[src/rtl/hazard_scoreboard.sv]
`default_nettype none
// ============================================================================
// Module   : hazard_scoreboard
// Purpose  : Tracks in-flight destination registers and stalls decode on RAW/WAW.
// Revision : 1.0
// ============================================================================
module hazard_scoreboard #(
  parameter int MAX_LAT     = 4,
  parameter int CNT_W       = 3,
  parameter int STALL_CNT_W = 16
) (
  input  logic                   clk,
  input  logic                   reset_i,
  input  logic                   issue_valid_i,
  input  logic [4:0]             issue_rd_i,
  input  logic                   issue_wr_i,
  input  logic [4:0]             issue_rs1_i,
  input  logic [4:0]             issue_rs2_i,
  input  logic                   issue_use1_i,
  input  logic                   issue_use2_i,
  input  logic [CNT_W-1:0]       issue_lat_i,
  output logic                   stall_o,
  output logic                   issue_ok_o,
  output logic [31:0]            busy_o,
  output logic [STALL_CNT_W-1:0] stall_cnt_o
);

  localparam logic [CNT_W-1:0] LAT_MAX = CNT_W'(MAX_LAT);
  localparam logic [CNT_W-1:0] LAT_ONE = CNT_W'(1);

  logic [CNT_W-1:0] cnt [32];
  logic [CNT_W-1:0] eff_lat;
  logic             raw1;
  logic             raw2;
  logic             waw;
  logic             update;

  always_comb begin
    eff_lat = issue_lat_i;
    if (issue_lat_i == '0)
      eff_lat = LAT_ONE;
    else if (issue_lat_i > LAT_MAX)
      eff_lat = LAT_MAX;
  end

  // cnt==1 completes this cycle and is forwardable next cycle, so only >1 stalls.
  assign raw1 = issue_valid_i & issue_use1_i & (issue_rs1_i != 5'd0) & (cnt[issue_rs1_i] > LAT_ONE);
  assign raw2 = issue_valid_i & issue_use2_i & (issue_rs2_i != 5'd0) & (cnt[issue_rs2_i] > LAT_ONE);
  assign waw  = issue_valid_i & issue_wr_i & (issue_rd_i != 5'd0) & (cnt[issue_rd_i] > eff_lat);

  assign stall_o    = raw1 | raw2 | waw;
  assign issue_ok_o = issue_valid_i & ~stall_o & ~reset_i;
  assign update     = issue_ok_o & issue_wr_i & (issue_rd_i != 5'd0);

  always_ff @(posedge clk or posedge reset_i) begin
    if (reset_i) begin
      for (int i = 0; i < 32; i++)
        cnt[i] <= '0;
      stall_cnt_o <= '0;
    end else begin
      for (int i = 0; i < 32; i++) begin
        if (i == 0)
          cnt[i] <= '0;
        else if (update && (issue_rd_i == 5'(i)))
          cnt[i] <= eff_lat;
        else if (cnt[i] != '0)
          cnt[i] <= cnt[i] - LAT_ONE;
      end
      if (stall_o && (stall_cnt_o != '1))
        stall_cnt_o <= stall_cnt_o + 1'b1;
    end
  end

  genvar n;
  generate
    for (n = 0; n < 32; n++) begin : g_busy
      assign busy_o[n] = (cnt[n] != '0);
    end
  endgenerate

endmodule
`default_nettype wire
[config.mk]
export PLATFORM = sky130hd
export DESIGN_NAME = hazard_scoreboard
export DESIGN_NICKNAME = d
export VERILOG_FILES = /design/src/rtl/hazard_scoreboard.sv
export SDC_FILE = /design/constraint.sdc
export NUM_CORES = 1
export LEC_CHECK = 0
export ABC_AREA = 1
export CAP_MARGIN = 10
export CORE_MARGIN = 4
export CORE_UTILIZATION = 45
export DETAILED_ROUTE_END_ITERATION = 12
export GPL_ROUTABILITY_DRIVEN = 1
export HOLD_SLACK_MARGIN = 0.03
export SLEW_MARGIN = 0
export SYNTH_ARGS = -nofsm -noshare
export SYNTH_HDL_FRONTEND = slang
export SYNTH_SLANG_ARGS = --single-unit
[constraint.sdc]
create_clock -name clk -period 4.2 [get_ports clk]
set_input_delay 0.84 -clock clk [delete_from_list [all_inputs] [get_ports clk]]
set_output_delay 0.84 -clock clk [all_outputs]
set_load 0.03 [all_outputs]
==> results of run 1 <==
critical path: cells and delay by family:
kind | cells | cell delay [ps]
AO/OA/AOI/OAI | 6 | 910
adder cells (fa/ha/maj) | 1 | 370
buffers and inverters | 5 | 560
AND/OR/NAND/NOR | 5 | 470
layout by cell type, fill, tap and decap left out, types with 2 or more instances in the layout:
master,Yosys,layout
sky130_fd_sc_hd__nand2_1,355,353
sky130_fd_sc_hd__o2111ai_1,2,2
sky130_fd_sc_hd__nand3_1,94,93
sky130_fd_sc_hd__a22oi_1,6,4
sky130_fd_sc_hd__buf_12,0,7
sky130_fd_sc_hd__xor2_1,68,68
sky130_fd_sc_hd__inv_4,0,2
sky130_fd_sc_hd__nor2_1,121,119
sky130_fd_sc_hd__xnor2_1,9,9
sky130_fd_sc_hd__buf_4,11,67
sky130_fd_sc_hd__buf_6,3,5
sky130_fd_sc_hd__inv_6,0,4
sky130_fd_sc_hd__nor2_2,6,6
sky130_fd_sc_hd__a221oi_2,0,3
sky130_fd_sc_hd__o221ai_2,0,2
sky130_fd_sc_hd__a221oi_1,5,2
sky130_fd_sc_hd__inv_1,212,209
sky130_fd_sc_hd__nor3_1,5,5
sky130_fd_sc_hd__o21ai_0,56,49
sky130_fd_sc_hd__a21oi_1,17,16
sky130_fd_sc_hd__inv_2,7,9
sky130_fd_sc_hd__clkdlybuf4s50_1,0,65
sky130_fd_sc_hd__dfrtp_1,109,109
sky130_fd_sc_hd__nand3_2,3,4
sky130_fd_sc_hd__clkbuf_16,0,9
sky130_fd_sc_hd__o221ai_1,7,5
sky130_fd_sc_hd__o22ai_1,29,28
sky130_fd_sc_hd__nor4_1,3,3
sky130_fd_sc_hd__nand4_1,40,40
sky130_fd_sc_hd__nand2_2,10,12
sky130_fd_sc_hd__clkbuf_2,0,3
sky130_fd_sc_hd__or2_2,3,3
sky130_fd_sc_hd__ha_1,66,66
sky130_fd_sc_hd__o21ai_1,1,8
sky130_fd_sc_hd__mux2i_1,25,25
sky130_fd_sc_hd__nor2_4,1,3
sky130_fd_sc_hd__a22oi_2,0,2
synthesized netlist by cell type (all sizes together):
library cell,count
or2,3
nand2,365
a21oi,17
a41oi,1
conb,1
nor4,3
xnor2,9
nor2,128
o22ai,29
ha,66
clkbuf,20
nand4,40
buf,16
xor2,68
o2111ai,2
a31oi,1
dfrtp,109
o21ai,57
clkinv,2
mux2i,25
inv,219
a221oi,5
nor3,5
nand3,97
a22oi,6
o221ai,7
per-layer routing:
metal	track usage	vias up	part of all wire
li1	-	4373	-
met1	0.388	4226	0.46
met2	0.445	348	0.46
met3	0.0441	38	0.069
met4	0.0632	0	0.016
met5	0	-	0
logic make-up (layout without fill, tap and decap cells):
kind of cell             count (synthesis)  in the layout  synth area share
AND/OR/NAND/NOR                        641            641             0.303
buffers and inverters                  257            384             0.115
AO/OA/AOI/OAI                          125            125            0.0820
flip-flops                             109            109             0.305
XOR/XNOR                                77             77            0.0753
adder cells (fa/ha/maj)                 66             66            0.0922
multiplexers                            25             25            0.0279
other                                    1              1          0.000419
flip-flops by register name (all words and copies together) (netlist names):
signal	count
cnt	93
stall_cnt_o	16
power by group:
group	internal (µW)	total [µW]	switching, µW
logic	1760	4630	2860
registers	1590	1980	387
clock network	419	879	460
worst paths after layout:
check / startpoint / end / slack [ps] / cells after the start
max: issue_rd_i[0] / issue_ok_o / 180 / 17
min: cnt[16] / cnt[16] / 530 / 2
max reg2reg: cnt[26] / cnt[33] / 940 / 19
min reg2reg: cnt[16] / cnt[16] / 530 / 2
max in group asynchronous: reset_i / cnt[24] / 2510 / 3
min in group asynchronous: reset_i / cnt[61] / 910 / 2
through the flow:
step / instances / hold slack (ps)
3_3_place_gp: 1673 / 502
2_1_floorplan: 1301 / 476
4_1_cts: 1690 / 526
6_report: 1693 / 527
5_1_grt: 1693 / 545
3_5_place_dp: 1673 / 504
final cells by class:
cell class,instances,area [µm²]
Multi-Input combinational cell,935,5280
Clock inverter,6,62.6
Sequential cell,109,2730
Tap cell,265,332
Clock buffer,9,225
Inverter,221,835
Timing Repair Buffer,148,1380
Fill cell,1975,8690
timing repair:
action,in CTS,in global routing
endpoints found under the setup margin,2,2
pin swaps,5,13
setup buffers,2,3
hold buffers,0,0
resized for setup,14,32
==> metrics.txt, run 1 <==
# TYPE chip_impl_metric gauge
chip_impl_info{name="run_status",value="finished, final reports clean"} 1
chip_impl_metric{name="syn-mean-instance-area",unit="µm²"} 6.88
chip_impl_metric{name="synth.cell_area",unit="mm²"} 0.00896
chip_impl_metric{name="final_core_util",unit=""} 0.555
chip_impl_metric{name="post_drt_via_cell_ratio",unit=""} 5.31
chip_impl_metric{name="grt_pass1_vias",unit=""} 8460
chip_impl_metric{name="port-buffer-count",unit=""} 72
chip_impl_metric{name="drt_iter0_drc",unit=""} 775
chip_impl_metric{name="routabilityCongestion",unit=""} 1.00
chip_impl_metric{name="clock_tree.buffer_depth",unit=""} 2
chip_impl_info{name="netlist_top_cells_area",value="sky130_fd_sc_hd__dfrtp_1 (30%), sky130_fd_sc_hd__nand2_1 (15%), sky130_fd_sc_hd__ha_1 (9.2%)"} 1
chip_impl_metric{name="finalSetupViolCount",unit=""} 0
chip_impl_metric{name="die_h",unit="µm"} 149
chip_impl_metric{name="clock_latency_on_the_worst_skew_pair",unit="ps"} 370
chip_impl_metric{name="drive_above_1_share",unit=""} 0.102
chip_impl_metric{name="timing.final.crit_share",unit=""} 0.956
chip_impl_metric{name="fmax",unit="MHz"} 249
chip_impl_metric{name="max_slew_margin_vs_limit",unit=""} 0.506
chip_impl_metric{name="pre_cts_ws",unit="ps"} -350
chip_impl_metric{name="post_drt_wl_per_cell",unit="µm"} 17.6
chip_impl_info{name="timing.critical_path.mode_cell",value="sky130_fd_sc_hd__buf_4"} 1
chip_impl_metric{name="grt_pass1_wl",unit="µm"} 47400
chip_impl_metric{name="antenna_found_initial",unit=""} 0
chip_impl_info{name="crit_path_end_kind",value="output port"} 1
chip_impl_metric{name="place_area",unit="mm²"} 0.0104
chip_impl_metric{name="register_bit_count_reported_by_yosys",unit=""} 109
chip_impl_metric{name="num_io_pins",unit=""} 74
chip_impl_info{name="timing.critical_path.slowest_stage_cell",value="sky130_fd_sc_hd__ha_1"} 1
chip_impl_metric{name="synth.top_cell.area_share",unit=""} 0.305
chip_impl_metric{name="globalRoute.totalOverflow",unit=""} 0
chip_impl_metric{name="num_antenna_cells",unit=""} 0
chip_impl_info{name="min_path_type",value="reg -> reg"} 1
chip_impl_metric{name="clkSlewWorstSetupHoldPaths",unit="ps"} 90
chip_impl_metric{name="crit_arrival",unit="ps"} 3180
chip_impl_metric{name="final_period_minus_worst_setup_slack",unit="ps"} 4020
chip_impl_metric{name="final-hold-violation-count",unit=""} 0
chip_impl_metric{name="netlist_instances",unit=""} 1301
chip_impl_metric{name="vias",unit=""} 8985
chip_impl_metric{name="nNetsFinal",unit=""} 1514
chip_impl_metric{name="finish.instance_area",unit="mm²"} 0.0108
chip_impl_info{name="worst-setup-path-type",value="in -> out"} 1
chip_impl_metric{name="layout_setup_ws",unit="ps"} 184
chip_impl_metric{name="grt_start_max_net_pins",unit=""} 69
chip_impl_metric{name="drv_slew",unit=""} 0
chip_impl_metric{name="fin_skew",unit="ps"} 17.7
chip_impl_metric{name="report.power.total",unit="µW"} 7480
chip_impl_info{name="synthDominantAreaCellType",value="sky130_fd_sc_hd__dfrtp_1"} 1
chip_impl_info{name="grt_setup_unrepaired",value="no"} 1
chip_impl_metric{name="peakVddDrop",unit="mV"} 0.395
chip_impl_metric{name="tightest_slew",unit="ps"} 739
chip_impl_metric{name="area_growth_syn_to_layout",unit="%"} 21.0
chip_impl_metric{name="die_width",unit="µm"} 149
chip_impl_metric{name="first_pass_detailed_route_iteration_total",unit=""} 6
chip_impl_metric{name="hpwl_after_detailed_placement",unit="µm"} 22800
chip_impl_metric{name="crit_fanout",unit=""} 8
chip_impl_metric{name="timing.max_cap.violations",unit=""} 0
chip_impl_metric{name="synthesis.nets",unit=""} 1391
chip_impl_info{name="crit_chain",value="buf_4, buf_4, nor2_4, buf_4, a22oi_1, o221ai_1, a221oi_2, a21oi_1, ha_1, a21oi_2, o21ai_1, nand4_1, nand2_1, nor2_2, nand2_1, inv_1, buf_6"} 1
chip_impl_metric{name="antenna_left",unit=""} 0
chip_impl_metric{name="remaining_routing_drc_violations",unit=""} 0
chip_impl_info{name="setup.worst_path.start_class",value="primary input"} 1
chip_impl_metric{name="htreeDepth",unit=""} 3
chip_impl_metric{name="core",unit="mm²"} 0.0195
chip_impl_metric{name="p_leak",unit="µW"} 0.00585
chip_impl_metric{name="max_stage_delay",unit="ps"} 370
chip_impl_metric{name="setup_total_negative_slack",unit="ps"} 0
chip_impl_metric{name="routed_wirelength",unit="µm"} 29900
chip_impl_metric{name="synth.yosys.seq_area_share",unit=""} 0.305
chip_impl_metric{name="power-per-cell-area",unit="mW/mm²"} 690
chip_impl_metric{name="cts_num_sinks",unit=""} 109
chip_impl_metric{name="rows",unit=""} 51
chip_impl_info{name="clock-root-buffer",value="sky130_fd_sc_hd__clkbuf_16"} 1
chip_impl_metric{name="track_usage",unit=""} 0.275
chip_impl_metric{name="crit_required",unit="ps"} 3360
chip_impl_metric{name="ys_warn_count",unit=""} 0
chip_impl_metric{name="design.die.area",unit="mm²"} 0.0222
chip_impl_metric{name="floorplan.initialDensity",unit=""} 0.459
chip_impl_metric{name="synthDistinctLibCells",unit=""} 34
chip_impl_metric{name="inserted_clock_buffers",unit=""} 9
chip_impl_info{name="tritoncts",value="done"} 1
Note: power is estimated with default switching activity, not from simulation.
==> run 2: changes to the inputs <==
--- a/config.mk
+++ b/config.mk
@@ -9,9 +9,11 @@
 export CAP_MARGIN = 10
 export CORE_MARGIN = 4
 export CORE_UTILIZATION = 45
+export CTS_CLUSTER_DIAMETER = 100
 export DETAILED_ROUTE_END_ITERATION = 12
 export GPL_ROUTABILITY_DRIVEN = 1
 export HOLD_SLACK_MARGIN = 0.03
+export PLACE_DENSITY = 0.67
 export SLEW_MARGIN = 0
 export SYNTH_ARGS = -nofsm -noshare
 export SYNTH_HDL_FRONTEND = slang
==> constraint.sdc (replaced) <==
create_clock -name clk -period 3.37 [get_ports clk]
set_input_delay 0.674 -clock clk [delete_from_list [all_inputs] [get_ports clk]]
set_output_delay 0.674 -clock clk [all_outputs]
set_load 0.03 [all_outputs]
==> metrics.txt, run 2 (synthesis gave the netlist of run 1 again) <==
# TYPE chip_impl_metric gauge
chip_impl_info{name="run_status",value="finished with violations"} 1
chip_impl_info{name="violated_checks",value="setup timing"} 1
chip_impl_metric{name="crit_fanout",unit=""} 6
chip_impl_metric{name="largest_reg_flops",unit=""} 93
chip_impl_metric{name="globalRoute.totalOverflow",unit=""} 0
chip_impl_metric{name="pre_cts_ws",unit="ps"} -1090
chip_impl_metric{name="area_growth_syn_to_layout",unit="%"} 33.0
chip_impl_metric{name="grt_pass1_vias",unit=""} 9007
chip_impl_metric{name="cts_num_sinks",unit=""} 109
chip_impl_metric{name="clock_tree.buffer_depth",unit=""} 2
chip_impl_metric{name="max_slew_margin_vs_limit",unit=""} 0.585
chip_impl_metric{name="first_pass_detailed_route_iteration_total",unit=""} 7
chip_impl_info{name="crit_path_end_kind",value="output port"} 1
chip_impl_metric{name="remaining_routing_drc_violations",unit=""} 0
chip_impl_metric{name="post_drt_via_cell_ratio",unit=""} 5.55
chip_impl_metric{name="num_antenna_cells",unit=""} 0
chip_impl_metric{name="post_drt_wl_per_cell",unit="µm"} 18.4
chip_impl_metric{name="timing.final.crit_share",unit=""} 1.11
chip_impl_info{name="largest_registers",value="cnt (93), stall_cnt_o (16)"} 1
chip_impl_metric{name="tightest_slew",unit="ps"} 621
chip_impl_metric{name="peakVddDrop",unit="mV"} 0.418
chip_impl_metric{name="finalSetupViolCount",unit=""} 93
chip_impl_info{name="tritoncts",value="done"} 1
chip_impl_metric{name="design.die.area",unit="mm²"} 0.0222
chip_impl_info{name="leading_cell_type_in_the_layout_fill_and_taps_excluded",value="sky130_fd_sc_hd__nand2_1"} 1
chip_impl_metric{name="htreeDepth",unit=""} 3
chip_impl_metric{name="power-per-cell-area",unit="mW/mm²"} 820
chip_impl_metric{name="nNetsFinal",unit=""} 1569
chip_impl_metric{name="die_width",unit="µm"} 149
chip_impl_metric{name="drt_iter0_drc",unit=""} 1087
chip_impl_metric{name="num_io_pins",unit=""} 74
chip_impl_info{name="reg_with_most_ffs",value="cnt"} 1
chip_impl_metric{name="grt_start_max_net_pins",unit=""} 51
chip_impl_metric{name="vias",unit=""} 9700
chip_impl_metric{name="floorplan.initialDensity",unit=""} 0.459
chip_impl_info{name="most-common-layout-cells",value="sky130_fd_sc_hd__nand2_1 (320), sky130_fd_sc_hd__inv_1 (208), sky130_fd_sc_hd__nor2_1 (118), sky130_fd_sc_hd__dfrtp_1 (109), sky130_fd_sc_hd__buf_4 (99)"} 1
chip_impl_info{name="setup.worst_path.start_class",value="primary input"} 1
chip_impl_metric{name="clock_latency_on_the_worst_skew_pair",unit="ps"} 370
chip_impl_info{name="grt_setup_unrepaired",value="yes"} 1
chip_impl_metric{name="clkSlewWorstSetupHoldPaths",unit="ps"} 80
chip_impl_metric{name="report.power.total",unit="µW"} 9770
chip_impl_metric{name="routed_wirelength",unit="µm"} 32100
chip_impl_metric{name="grt_pass1_wl",unit="µm"} 48100
chip_impl_info{name="clock-root-buffer",value="sky130_fd_sc_hd__clkbuf_16"} 1
chip_impl_metric{name="hpwl_after_detailed_placement",unit="µm"} 21500
chip_impl_info{name="worst-setup-path-type",value="in -> out"} 1
chip_impl_metric{name="final_period_minus_worst_setup_slack",unit="ps"} 3730
chip_impl_metric{name="p_leak",unit="µW"} 0.00635
chip_impl_metric{name="inserted_clock_buffers",unit=""} 9
chip_impl_metric{name="drive_above_1_share",unit=""} 0.178
chip_impl_metric{name="core",unit="mm²"} 0.0195
chip_impl_metric{name="crit_arrival",unit="ps"} 3050
chip_impl_info{name="min_path_type",value="reg -> reg"} 1
chip_impl_metric{name="fin_skew",unit="ps"} 15.0
chip_impl_metric{name="drv_slew",unit=""} 0
chip_impl_metric{name="fmax",unit="MHz"} 268
chip_impl_metric{name="crit_required",unit="ps"} 2700
chip_impl_metric{name="port-buffer-count",unit=""} 72
chip_impl_metric{name="rows",unit=""} 51
chip_impl_metric{name="layout_setup_ws",unit="ps"} -356
chip_impl_metric{name="antenna_left",unit=""} 0
chip_impl_metric{name="cts.hold.buffers_added",unit=""} 0
chip_impl_metric{name="final-hold-violation-count",unit=""} 0
chip_impl_metric{name="antenna_found_initial",unit=""} 0
chip_impl_metric{name="die_h",unit="µm"} 149
chip_impl_metric{name="track_usage",unit=""} 0.277
chip_impl_metric{name="timing.max_cap.violations",unit=""} 0
chip_impl_metric{name="routabilityCongestion",unit=""} 1.07
[run 2: cell count changes in the layout (fill, tap and decap cells not counted), sizes merged]
cell | before | now
clkbuf | 12 | 16
buf | 79 | 130
inv | 225 | 221
clkinvlp | 0 | 3
dlymetal6s2s | 1 | 0
dlygate4sd2 | 0 | 1
clkinv | 2 | 4
[run 2: worst paths after layout]
path / slack, ps / cells past startpoint / endpoint / start
hold / removal: 530 / 1 / stall_cnt_o[12] / stall_cnt_o[12]
setup reg to reg: -50 / 21 / cnt[10] / cnt[38]
setup / recovery: -360 / 18 / issue_ok_o / issue_rd_i[0]
min in group asynchronous: 730 / 2 / cnt[19] / reset_i
max in group asynchronous: 1820 / 3 / cnt[3] / reset_i
hold reg to reg: 530 / 1 / stall_cnt_o[12] / stall_cnt_o[12]
[run 2: repair_timing]
action	4_1_cts	5_1_grt
cloned	10	6
gates resized for setup	87	74
pin swaps	20	77
setup endpoints to repair	111	94
setup buffers	13	7
[run 2: worst max-delay path, cell delays in order]
cell                         delay, ps
sky130_fd_sc_hd__buf_8             120
sky130_fd_sc_hd__buf_6             110
sky130_fd_sc_hd__nor2_4            190
sky130_fd_sc_hd__clkinvlp_4        260
sky130_fd_sc_hd__o22ai_2           220
sky130_fd_sc_hd__o21ai_1            80
sky130_fd_sc_hd__nand2_1           120
sky130_fd_sc_hd__a221oi_2           60
sky130_fd_sc_hd__o21ai_2           150
sky130_fd_sc_hd__ha_1              270
sky130_fd_sc_hd__nand2_1            90
sky130_fd_sc_hd__o21ai_2            70
sky130_fd_sc_hd__nand4_1           140
sky130_fd_sc_hd__nand2_1            90
sky130_fd_sc_hd__nor2_2            130
sky130_fd_sc_hd__nand2_2            70
sky130_fd_sc_hd__inv_2              70
sky130_fd_sc_hd__buf_6             120
[run 2: cell type report]
cell class | count | area (µm²)
Fill cell | 1750 | 7610
Sequential cell | 109 | 2730
Timing Repair Buffer | 202 | 2140
Clock inverter | 6 | 46.3
Timing Repair inverter | 1 | 7.51
Tap cell | 265 | 332
Clock buffer | 10 | 239
Multi-Input combinational cell | 935 | 5570
Inverter | 221 | 846
[run 2: stage by stage]
step                utilization  TNS (ps)  cell area [µm²]  hold slack [ps]  cells
detailed placement        0.546   -105250            10700              509   1702
floorplan                     -      -543             8960              476   1301
global placement          0.546    -96250            10700              495   1702
global route              0.610    -18730            11900              549   1749
CTS                       0.588     -1460            11500              528   1738
finish                    0.610    -12730            11900              528   1749
[run 2: layer usage]
layer	wire length, µm	GRT usage	vias up
met5	0	0	-
met4	1690	0.127	0
met3	2940	0.0492	142
met2	14500	0.442	598
met1	13000	0.366	4473
li1	-	-	4487
[run 2: where the power goes]
group / internal, µW / total [µW] / switching (µW)
sequential: 1980 / 2430 / 446
combinational: 2480 / 6270 / 3790
clock: 530 / 1080 / 548
